--- src/rtl/onewire_pkg.sv ---
// onewire_pkg: shared definitions for the byte-level 1-Wire master.
//   - cmd_op encodings (bus reset, write byte, read byte, reserved)
//   - sequencer state enumeration
//   - standard-speed timing constants in microseconds
//   - Dallas CRC8 polynomial (reflected) and a single-bit update helper
package onewire_pkg;

  localparam logic [1:0] OP_RESET = 2'b00;
  localparam logic [1:0] OP_WRITE = 2'b01;
  localparam logic [1:0] OP_READ  = 2'b10;
  localparam logic [1:0] OP_RSVD  = 2'b11;

  typedef enum logic [2:0] {
    ST_IDLE     = 3'd0,
    ST_RST_LOW  = 3'd1,
    ST_RST_WAIT = 3'd2,
    ST_SLOT_LOW = 3'd3,
    ST_SLOT_REL = 3'd4,
    ST_DONE     = 3'd5
  } state_t;

  // Standard-speed timing, microseconds.
  localparam int T_RSTL_DEF_US = 480;  // reset low and reset recovery window
  localparam int T_PDS_DEF_US  = 70;   // presence sample point after release
  localparam int T_SLOT_DEF_US = 70;   // full slot including recovery
  localparam int T_LOW0_US     = 60;   // low time when writing a 0
  localparam int T_RDS_US      = 15;   // read sample point from slot start
  localparam int T_LOW1_US     = 6;    // low time when writing a 1 or starting a read

  // x^8 + x^5 + x^4 + 1, bit-reflected.
  localparam logic [7:0] CRC8_POLY = 8'h8C;

  // One LSB-first CRC8 step for a single data bit.
  function automatic logic [7:0] crc8_step(input logic [7:0] crc, input logic din);
    logic [7:0] nxt;
    nxt = {1'b0, crc[7:1]};
    if (crc[0] ^ din) begin
      nxt = nxt ^ CRC8_POLY;
    end else begin
      nxt = nxt;
    end
    return nxt;
  endfunction

endpackage

--- src/rtl/onewire_crc8.sv ---
// onewire_crc8: bit-serial Dallas CRC8 accumulator (used only when
// ONEWIRE_CRC_EN is defined; the file is empty otherwise).
// Ports:
//   clk  in   system clock
//   rst  in   synchronous active-high reset (clears the CRC)
//   clr  in   synchronous clear (start of a new bus transaction)
//   en   in   fold din into the CRC this cycle
//   din  in   data bit, LSB-first order
//   crc  out  current CRC value
`ifdef ONEWIRE_CRC_EN
module onewire_crc8
  import onewire_pkg::*;
(
  input  logic       clk,
  input  logic       rst,
  input  logic       clr,
  input  logic       en,
  input  logic       din,
  output logic [7:0] crc
);

  logic [7:0] crc_r;

  // CRC register: clear wins over update.
  always_ff @(posedge clk) begin
    if (rst || clr) begin
      crc_r <= 8'h00;
    end else if (en) begin
      crc_r <= crc8_step(crc_r, din);
    end else begin
      crc_r <= crc_r;
    end
  end

  assign crc = crc_r;

endmodule
`endif

--- src/rtl/onewire_master.sv ---
// onewire_master: byte-level 1-Wire bus master driving an open-drain pin.
// Optional feature macro: ONEWIRE_CRC_EN (Dallas CRC8 over read bits on crc_o;
// without it crc_o is tied to zero).
// Ports:
//   clk, rst                 clock, synchronous active-high reset
//   cmd_valid/cmd_ready      command handshake (ready only while idle)
//   cmd_op[1:0], cmd_data[7:0]  00 reset, 01 write, 10 read, 11 reserved
//   rsp_valid                one-cycle completion pulse
//   rsp_data[7:0]            last byte read
//   rsp_presence             presence seen on the last bus reset
//   rsp_error                bus stuck low, or reserved op
//   I_ONE_WIRE / O_ONE_WIRE  raw bus level in / 0 = pull low, 1 = release
//   crc_o[7:0]               CRC8 of read bytes
module onewire_master
  import onewire_pkg::*;
#(
  parameter int CLKS_PER_US = 12,
  parameter int T_RSTL_US   = T_RSTL_DEF_US,
  parameter int T_PDS_US    = T_PDS_DEF_US,
  parameter int T_SLOT_US   = T_SLOT_DEF_US
) (
  input  logic       clk,
  input  logic       rst,
  input  logic       cmd_valid,
  output logic       cmd_ready,
  input  logic [1:0] cmd_op,
  input  logic [7:0] cmd_data,
  output logic       rsp_valid,
  output logic [7:0] rsp_data,
  output logic       rsp_presence,
  output logic       rsp_error,
  input  logic       I_ONE_WIRE,
  output logic       O_ONE_WIRE,
  output logic [7:0] crc_o
);

  localparam int CW = $clog2(T_RSTL_US * CLKS_PER_US + 1);
  localparam logic [CW-1:0] CNT_ZERO = {CW{1'b0}};
  localparam logic [CW-1:0] CNT_ONE  = {{(CW-1){1'b0}}, 1'b1};
  // Reload values are duration-1; each phase ends when the counter reads 0.
  localparam logic [CW-1:0] RL_RSTL  = CW'(T_RSTL_US * CLKS_PER_US - 1);
  localparam logic [CW-1:0] RL_LOW0  = CW'(T_LOW0_US * CLKS_PER_US - 1);
  localparam logic [CW-1:0] RL_LOW1  = CW'(T_LOW1_US * CLKS_PER_US - 1);
  localparam logic [CW-1:0] RL_REL0  = CW'((T_SLOT_US - T_LOW0_US) * CLKS_PER_US - 1);
  localparam logic [CW-1:0] RL_REL1  = CW'((T_SLOT_US - T_LOW1_US) * CLKS_PER_US - 1);
  // Counter values at which samples are taken, measured from phase start.
  localparam logic [CW-1:0] AT_PDS   = CW'((T_RSTL_US - T_PDS_US) * CLKS_PER_US - 1);
  // Release phase always starts 6us into a read slot, so the 15us point is a
  // fixed distance from the end of the slot.
  localparam logic [CW-1:0] AT_RDS   = CW'((T_SLOT_US - T_RDS_US) * CLKS_PER_US - 1);

  state_t          state_r, state_n;
  logic [CW-1:0]   cnt_r, cnt_n;
  logic [1:0]      op_r, op_n;
  logic [7:0]      shift_r, shift_n;
  logic [2:0]      bit_cnt_r, bit_n;
  logic            pres_r, pres_n;
  logic            err_r, err_n;
  logic            sync1_r, sync2_r;
  logic            bus_s, short_s;
  logic [7:0]      crc_s;
  logic            o_wire_r, wire_n;
  logic            ready_r, ready_n;
  logic            vld_r, vld_n;
  logic [7:0]      data_r, data_n;
  logic            pres_o_r, pres_o_n;
  logic            err_o_r, err_o_n;
  logic [7:0]      crc_o_r, crc_n;
`ifdef ONEWIRE_CRC_EN
  logic            crc_clr_s, crc_en_s;
`endif

  assign bus_s   = sync2_r;
  // Short low phase: read slots and write-1 slots.
  assign short_s = (op_r == OP_READ) || shift_r[0];

`ifdef ONEWIRE_CRC_EN
  onewire_crc8 u_crc (
    .clk (clk),
    .rst (rst),
    .clr (crc_clr_s),
    .en  (crc_en_s),
    .din (bus_s),
    .crc (crc_s)
  );
`else
  assign crc_s = 8'h00;
`endif

  // Next-state, timing counter and datapath decisions for the slot sequencer.
  always_comb begin
    state_n = state_r;
    cnt_n   = (cnt_r != CNT_ZERO) ? (cnt_r - CNT_ONE) : cnt_r;
    op_n    = op_r;
    shift_n = shift_r;
    bit_n   = bit_cnt_r;
    pres_n  = pres_r;
    err_n   = err_r;
`ifdef ONEWIRE_CRC_EN
    crc_clr_s = 1'b0;
    crc_en_s  = 1'b0;
`endif
    case (state_r)
      ST_IDLE: begin
        if (cmd_valid && ready_r) begin
          op_n    = cmd_op;
          shift_n = cmd_data;
          bit_n   = 3'd0;
          pres_n  = 1'b0;
          err_n   = 1'b0;
          case (cmd_op)
            OP_RESET: begin
              state_n = ST_RST_LOW;
              cnt_n   = RL_RSTL;
`ifdef ONEWIRE_CRC_EN
              crc_clr_s = 1'b1;
`endif
            end
            OP_WRITE: begin
              state_n = ST_SLOT_LOW;
              cnt_n   = cmd_data[0] ? RL_LOW1 : RL_LOW0;
            end
            OP_READ: begin
              state_n = ST_SLOT_LOW;
              cnt_n   = RL_LOW1;
            end
            default: begin
              state_n = ST_DONE;
              err_n   = 1'b1;
            end
          endcase
        end else begin
          state_n = ST_IDLE;
        end
      end
      ST_RST_LOW: begin
        if (cnt_r == CNT_ZERO) begin
          state_n = ST_RST_WAIT;
          cnt_n   = RL_RSTL;
        end else begin
          state_n = ST_RST_LOW;
        end
      end
      ST_RST_WAIT: begin
        if (cnt_r == AT_PDS) begin
          pres_n = ~bus_s;
        end else begin
          pres_n = pres_r;
        end
        if (cnt_r == CNT_ZERO) begin
          err_n   = ~bus_s;
          state_n = ST_DONE;
        end else begin
          state_n = ST_RST_WAIT;
        end
      end
      ST_SLOT_LOW: begin
        if (cnt_r == CNT_ZERO) begin
          state_n = ST_SLOT_REL;
          cnt_n   = short_s ? RL_REL1 : RL_REL0;
        end else begin
          state_n = ST_SLOT_LOW;
        end
      end
      ST_SLOT_REL: begin
        if ((op_r == OP_READ) && (cnt_r == AT_RDS)) begin
          shift_n = {bus_s, shift_r[7:1]};
`ifdef ONEWIRE_CRC_EN
          crc_en_s = 1'b1;
`endif
        end else begin
          shift_n = shift_r;
        end
        if (cnt_r == CNT_ZERO) begin
          // Bus still low after recovery means something is holding it.
          if (!bus_s) begin
            err_n = 1'b1;
          end else begin
            err_n = err_r;
          end
          if (bit_cnt_r == 3'd7) begin
            state_n = ST_DONE;
          end else begin
            state_n = ST_SLOT_LOW;
            bit_n   = bit_cnt_r + 3'd1;
            if (op_r == OP_READ) begin
              cnt_n = RL_LOW1;
            end else begin
              shift_n = {1'b0, shift_r[7:1]};
              cnt_n   = shift_r[1] ? RL_LOW1 : RL_LOW0;
            end
          end
        end else begin
          state_n = ST_SLOT_REL;
        end
      end
      ST_DONE: begin
        state_n = ST_IDLE;
      end
      default: begin
        state_n = ST_IDLE;
      end
    endcase
  end

  // Output register inputs, derived from the upcoming state so every pin is a flop.
  always_comb begin
    wire_n   = ~((state_n == ST_RST_LOW) || (state_n == ST_SLOT_LOW));
    ready_n  = (state_n == ST_IDLE);
    vld_n    = (state_n == ST_DONE);
    data_n   = data_r;
    pres_o_n = pres_o_r;
    err_o_n  = err_o_r;
    crc_n    = crc_o_r;
    if (state_n == ST_DONE) begin
      err_o_n = err_n;
      crc_n   = crc_s;
      if (op_n == OP_READ) begin
        data_n = shift_n;
      end else begin
        data_n = data_r;
      end
      if (op_n == OP_RESET) begin
        pres_o_n = pres_n;
      end else begin
        pres_o_n = pres_o_r;
      end
    end else begin
      err_o_n = err_o_r;
    end
  end

  // State, timing, synchronizer and output registers.
  always_ff @(posedge clk) begin
    if (rst) begin
      state_r   <= ST_IDLE;
      cnt_r     <= CNT_ZERO;
      op_r      <= OP_RESET;
      shift_r   <= 8'h00;
      bit_cnt_r <= 3'd0;
      pres_r    <= 1'b0;
      err_r     <= 1'b0;
      sync1_r   <= 1'b1;
      sync2_r   <= 1'b1;
      o_wire_r  <= 1'b1;
      ready_r   <= 1'b1;
      vld_r     <= 1'b0;
      data_r    <= 8'h00;
      pres_o_r  <= 1'b0;
      err_o_r   <= 1'b0;
      crc_o_r   <= 8'h00;
    end else begin
      state_r   <= state_n;
      cnt_r     <= cnt_n;
      op_r      <= op_n;
      shift_r   <= shift_n;
      bit_cnt_r <= bit_n;
      pres_r    <= pres_n;
      err_r     <= err_n;
      sync1_r   <= I_ONE_WIRE;
      sync2_r   <= sync1_r;
      o_wire_r  <= wire_n;
      ready_r   <= ready_n;
      vld_r     <= vld_n;
      data_r    <= data_n;
      pres_o_r  <= pres_o_n;
      err_o_r   <= err_o_n;
      crc_o_r   <= crc_n;
    end
  end

  assign O_ONE_WIRE   = o_wire_r;
  assign cmd_ready    = ready_r;
  assign rsp_valid    = vld_r;
  assign rsp_data     = data_r;
  assign rsp_presence = pres_o_r;
  assign rsp_error    = err_o_r;
  assign crc_o        = crc_o_r;

endmodule

--- config.mk ---
export PLATFORM = sky130hd
export DESIGN_NAME = onewire_master
export DESIGN_NICKNAME = d
export VERILOG_FILES = /design/src/rtl/onewire_pkg.sv /design/src/rtl/onewire_crc8.sv /design/src/rtl/onewire_master.sv
export SDC_FILE = /design/constraint.sdc
export NUM_CORES = 1
export LEC_CHECK = 0
export BUFFER_PORTS_ARGS = -buffer_cell sky130_fd_sc_hd__buf_4
export CAP_MARGIN = 20
export CORE_MARGIN = 3
export CORE_UTILIZATION = 45
export CTS_BUF_LIST = sky130_fd_sc_hd__clkbuf_2 sky130_fd_sc_hd__clkbuf_4 sky130_fd_sc_hd__clkbuf_8
export DETAILED_ROUTE_END_ITERATION = 8
export SLEW_MARGIN = 20
export SYNTH_ARGS = -nofsm -noshare
export SYNTH_HDL_FRONTEND = slang
export SYNTH_SLANG_ARGS = --single-unit
--- constraint.sdc ---
create_clock -name clk -period 7.1 [get_ports clk]
set_input_delay 0.355 -clock clk [delete_from_list [all_inputs] [get_ports clk]]
set_output_delay 0.355 -clock clk [all_outputs]
set_load 0.01 [all_outputs]
==> results of run 1 <==
[state kept, by name, summed over array words and instances (netlist names)]
| signal | flops |
|---|---|
| cnt_r | 13 |
| shift_r | 8 |
| state_r | 3 |
| err_r | 1 |
| bit_cnt_r | 3 |
| bus_s | 1 |
| sync1_r | 1 |
| O_ONE_WIRE | 1 |
| pres_r | 1 |
| rsp_error | 1 |
| rsp_data | 8 |
| cmd_ready | 1 |
| rsp_presence | 1 |
| op_r | 2 |
| rsp_valid | 1 |
[stage by stage]
| stage | worst slack (ns) | power (mW) | cell area (um^2) |
|---|---|---|---|
| after floorplan | 4.55 | 0.935 | 2960 |
| after global routing | 3.45 | 1.39 | 3180 |
| after detailed placement | 3.74 | 1.10 | 3090 |
| final | 3.66 | 1.28 | 3180 |
| after global placement | 3.90 | 1.09 | 3090 |
| after CTS | 3.71 | 1.27 | 3180 |
[per-layer routing]
metal	global-route usage [%]	vias up	part of all wire [%]
met5	0	-	0
met4	6.23	0	2.1
met3	4.47	17	5.5
met2	36.0	103	46
met1	28.8	1295	47
li1	-	1330	-
[cell usage in the layout (no fill, tap or decap), drive strengths merged, types with 3 or more instances in the layout]
cell type,netlist,final
nand2,28,28
a22oi,8,8
o41ai,3,3
buf,14,27
nor4,4,4
o221ai,7,7
nand2b,6,6
nor2,29,29
a211oi,3,3
and2,4,4
and4b,3,3
o21ai,16,16
nand3b,3,3
xnor2,5,5
and3,8,8
or2,4,4
dfxtp,46,46
mux2i,5,5
nor2b,4,4
or3,5,5
ha,10,10
a21oi,27,27
a21o,3,3
a31oi,6,6
conb,1,8
nor3,19,19
o2bb2ai,9,9
nand3,7,7
o22a,8,8
inv,8,9
clkbuf,19,5
[worst paths after layout]
kind,startpoint,to,slack [ns],cells past startpoint
hold reg to reg,sync1_r$_SDFF_PP1_,bus_s$_SDFF_PP1_,0.42,1
hold / removal,I_ONE_WIRE,sync1_r$_SDFF_PP1_,0.23,2
setup / recovery,cnt_r[0]$_SDFF_PP0_,rsp_data[3]$_SDFFE_PP0P_,3.66,9
setup reg to reg,cnt_r[0]$_SDFF_PP0_,rsp_data[3]$_SDFFE_PP0P_,3.66,9
[power by group through the flow]
stage / Clock [mW] / Sequential (mW) / Combinational, mW
after global routing: 0.183 / 0.445 / 0.758
after detailed placement: 0 / 0.437 / 0.659
after floorplan: 0 / 0.393 / 0.543
after CTS: 0.171 / 0.430 / 0.667
final: 0.169 / 0.433 / 0.676
after global placement: 0 / 0.436 / 0.658
[area by class of cell]
class	count	area (um^2)
Timing Repair Buffer	27	203
Inverter	8	32.5
Fill cell	626	2920
Clock buffer	5	68.8
Multi-Input combinational cell	279	1840
Sequential cell	46	921
Clock inverter	3	23.8
Tap cell	75	93.8
[cells by family after synthesis]
family	after synthesis	synth area share, %
AND/OR/NAND/NOR	138	25.6
AO/OA/AOI/OAI	109	27.2
flip-flops	46	31.4
buffers and inverters	41	6.83
adder cells (fa/ha/maj)	10	4.27
XOR/XNOR	7	2.09
multiplexers	7	2.48
other	1	0.128
==> flow_summary.ini, run 1 <==
[sta]
rsz0062_at_grt = no
hold_ws_ns = 0.225
relSlewSlack_pct = 30.5
fin_skew_ns = 0.00773
fmax_mhz = 291
worst_pin_slew_ns = 1.04
setup_tns_ns = 0
setup_viol = 0
layout_min_cycle_time_ns = 3.44
finalCritPeriodShare_pct = 48.4
hold_viol_final = 0
drv_slew = 0

[synthesis]
synth-seq-cells = 46
synth_top_cell_by_area = dfxtp_1
post-synth-top-area-fraction_pct = 31.4
ys_seq_area_share_pct = 31.4
ys_top_cells_by_area = dfxtp_1 (31%), a21oi_1 (4.6%), ha_1 (4.3%)
synth_flop_cell = dfxtp_1
syn_area_per_cell_um2 = 8.16
synth_edf_count = 0
synth_cell_types = 62
syn_area_mm2 = 0.00293
ys_warn_count = 0
synth_common_cells = dfxtp_1 (46), nor2_1 (29), nand2_1 (28)
synth.most_common_cell = dfxtp_1
synthArstFlopShare_pct = 0
synth_cells = 359

[power]
clkPwrFrac_pct = 13.2
power.density_mw_per_mm2 = 402
p_seq_share_pct = 33.9
leakage_nw = 1.21
irDropWorstVdd_mv = 0.158
p_sw_share_pct = 48.2
p_comb_share_pct = 52.8
cellInternalPower_mw = 0.662
p_sw_mw = 0.616

[clocking]
clk_pin_slew_ns = 0.10
clock_latency_ns = 0.31
cts.sinks = 46
clock_path_buffers = 2
htree_levels = 2
ctsResizeCount = 0
cts_tree = yes
post_cts_buffers = 0
cts_buffers = 5
hold_buffers = 0
cts_root_buffer = clkbuf_8

[floorplan]
dieArea_mm2 = 0.00752
die_w_um = 86.7
io_pins = 35
std_cell_rows = 28
die_h_um = 86.7
coreArea_mm2 = 0.00610
initial_core_util_pct = 48.1

[min_path]
hp-class = in2reg

[routing]
ant_nets = 0
via_count = 2745
remaining_drc_errors = 0
drt_iter0_drc = 240
dr.pass1.iters = 5
wl_per_cell_um = 18.1
wirelength_um = 8030
via_per_inst = 6.20

[setup_path]
cp-end-kind = register
crit_top_cell = or3_1
crit_fanout = 16
critPathArrivalTime_ns = 3.68
crit_buf_inv = 2
critPathTopFamily = simple AND/OR/NAND/NOR gates
critPathRequiredTime_ns = 7.35
cpPeakStageDelay_ns = 0.66
cp_slowest_cell = and4_1
critPathLaunchType = register
crit_type = reg2reg
crit_chain = inv_1 -> ha_1 -> nor4b_4 -> and4_1 -> inv_4 -> o22a_1 -> or3_1 -> or3_1 -> o2bb2ai_2

[final_layout]
finalCoreUtilization_pct = 52.1
final_cells = 443
syn_to_final_growth_pct = 8.45
layout.nets = 391
drive_above_1_share_pct = 14.1
antenna_cells = 0

[flow_run]
drv_cap = 0

[grt]
antenna_found_initial = 0
grt_max_degree = 37
grt-ovfl-total = 0
track_usage_pct = 21.8
grt_pass1_wl_um = 13000
grt_pass1_vias = 2629

[placement]
dp_cells = 435
place.gp.congestion = 0.904
hpwl_um = 5730
place.port_buffers = 26

[outcome]
status = finished, final reports clean
(Power assumes the default switching activity.)
==> run 2, diff against run 1 <==
- ABC_AREA: default -> 1
- clock period: 7.1 -> 3.4 ns (I/O delays scaled with it)
==> run 2 against run 1 <==
Against the previous run: area after synthesis up 2.8%; global-route usage up 0.46 points; cell area up 4.3%; die area up 2.6%; sequential power up 94%; combinational power rose to 2.8 times the previous value; clock-buffer cell count unchanged; largest cell class unchanged; largest power group unchanged.
==> flow_summary.ini, run 2 <==
[outcome]
status = finished, final reports clean

[power]
irDropWorstVdd_mv = 0.353
leakage_nw = 1.59
power.density_mw_per_mm2 = 928

[setup_path]
ff2ff_setup_slack_ns = 1.09
critPathArrivalTime_ns = 2.50
critPathRequiredTime_ns = 3.59
critPathLaunchType = register
r2r_cells = 8
crit_fanout = 16
crit_type = reg2reg
cp-end-kind = register

[clocking]
cts_root_buffer = clkbuf_8
htree_levels = 2
hold_buffers = 0
cts_tree = yes
clock_latency_ns = 0.31
ctsResizeCount = 0
cts.sinks = 46
post_cts_buffers = 0
cts_buffers = 5
clk_pin_slew_ns = 0.10
clock_path_buffers = 2

[routing]
via_count = 2920
ant_nets = 0
drt_iter0_drc = 257
remaining_drc_errors = 0
via_per_inst = 5.32
dr.pass1.iters = 6
wl_per_cell_um = 14.6
wirelength_um = 8010

[grt]
antenna_found_initial = 0
grt_pass1_wl_um = 13500
grt_pass1_vias = 2756
grt-ovfl-total = 0
track_usage_pct = 22.3
grt_max_degree = 31

[flow_run]
drv_cap = 0

[final_layout]
largest_register_ffs = 13
regMostFlops = cnt_r
fill_cells = 669
syn_to_final_growth_pct = 9.97
antenna_cells = 0
drive_above_1_share_pct = 12.7
stdcell_area_mm2 = 0.00331
layout_common_cells = nand2_1 (95), inv_1 (54), nor2_1 (50), nand3_1 (49), dfxtp_1 (46)
final_common_cell = nand2_1
layout.nets = 495
finalCoreUtilization_pct = 51.6
final_cells = 549

[placement]
place_area_mm2 = 0.00322
dp_cells = 541
hpwl_um = 6130
place.port_buffers = 26
place.gp.congestion = 0.877

[sta]
drv_slew = 0
setup_viol = 0
fmax_mhz = 433
setup_tns_ns = 0
layout_min_cycle_time_ns = 2.31
worst_pin_slew_ns = 0.659
rsz0062_at_grt = no
finalCritPeriodShare_pct = 68.0
relSlewSlack_pct = 55.9
hold_viol_final = 0
fin_skew_ns = 0.00868

[floorplan]
coreArea_mm2 = 0.00642
io_pins = 35
die_h_um = 87.8
initial_core_util_pct = 46.9
dieArea_mm2 = 0.00771
die_w_um = 87.8
std_cell_rows = 29

[synthesis]
ys_warn_count = 0
post-synth-top-area-fraction_pct = 30.6
ys_seq_area_share_pct = 30.6
synthArstFlopShare_pct = 0
synth.most_common_cell = nand2_1
synth_flop_cell = dfxtp_1
syn_area_per_cell_um2 = 6.74
ys_top_cells_by_area = dfxtp_1 (31%), nand2_1 (12%), nand3_1 (8.1%)
synth_common_cells = nand2_1 (95), inv_1 (54), nor2_1 (50)
synth_top_cell_by_area = dfxtp_1
synth_edf_count = 0
synth_cell_types = 41
syn_area_mm2 = 0.00301
synth-seq-cells = 46
synth_cells = 447

[min_path]
hp-class = in2reg
hold_depth = 2
-- run 2: changes by cell type after synthesis, sizes merged, moves of 11 or more --
cell	previous run	this run
nor2	29	60
nand2	28	101
inv	8	55
nand3	7	52
clkbuf	19	2
o21ai	16	27
nor3	19	6
-- run 2: logic make-up after synthesis --
kind of cell | share of synthesized area [%]
other | 0.124
flip-flops | 30.6
AND/OR/NAND/NOR | 37.1
buffers and inverters | 11.0
adder cells (fa/ha/maj) | 4.15
XOR/XNOR | 2.03
AO/OA/AOI/OAI | 15.0
-- run 2: area by class of cell --
class	count	area, um^2	area share (%)
clock buffers	5	68.8	2.08
clock inverters	3	23.8	0.718
well taps	77	96.3	2.91
repair buffers	27	203	6.12
multi-input cells	334	1790	53.9
flip-flops and latches	46	921	27.8
inverters	57	214	6.46
-- run 2: report_power, final --
part           internal (mW)  total (mW)  switching [mW]
registers              0.687       0.838           0.151
logic                  0.629        1.88            1.25
clock network          0.148       0.361           0.214
-- run 2: worst max-delay path, stage by stage (launching register included) --
cell and delay (ns):
dfxtp_1 0.39, nor2_4 0.30, nand2_2 0.12, nor2_4 0.34, o21ai_0 0.23, a21oi_2 0.38
nand3_2 0.25, nand2_1 0.11, a21oi_1 0.07
-- run 2: final timing paths --
| kind | endpoint | startpoint |
|---|---|---|
| worst max-delay path | rsp_data[6]$_SDFFE_PP0P_ | state_r[1]$_SDFF_PP0_ |
| worst min-delay path | sync1_r$_SDFF_PP1_ | I_ONE_WIRE |
| worst max register to register | rsp_data[6]$_SDFFE_PP0P_ | state_r[1]$_SDFF_PP0_ |
| worst min register to register | bus_s$_SDFF_PP1_ | sync1_r$_SDFF_PP1_ |
-- run 2: through the flow --
step                      power, mW  worst slack, ns  hold slack (ns)
after floorplan                2.31             1.49            0.274
after global placement         2.71             1.08            0.356
after detailed placement       2.70             1.10            0.357
after CTS                      3.07             1.08           0.0276
after global routing           3.39            0.866           0.0247
final                          3.08             1.09           0.0360
-- run 2: routing by layer --
metal / vias to the layer above / GRT usage (%) / routed length (um)
met4: 0 / 6.97 / 174
met3: 14 / 3.29 / 402
met2: 86 / 33.0 / 3370
met1: 1320 / 33.1 / 4070
met5: - / 0 / 0
li1: 1500 / - / -
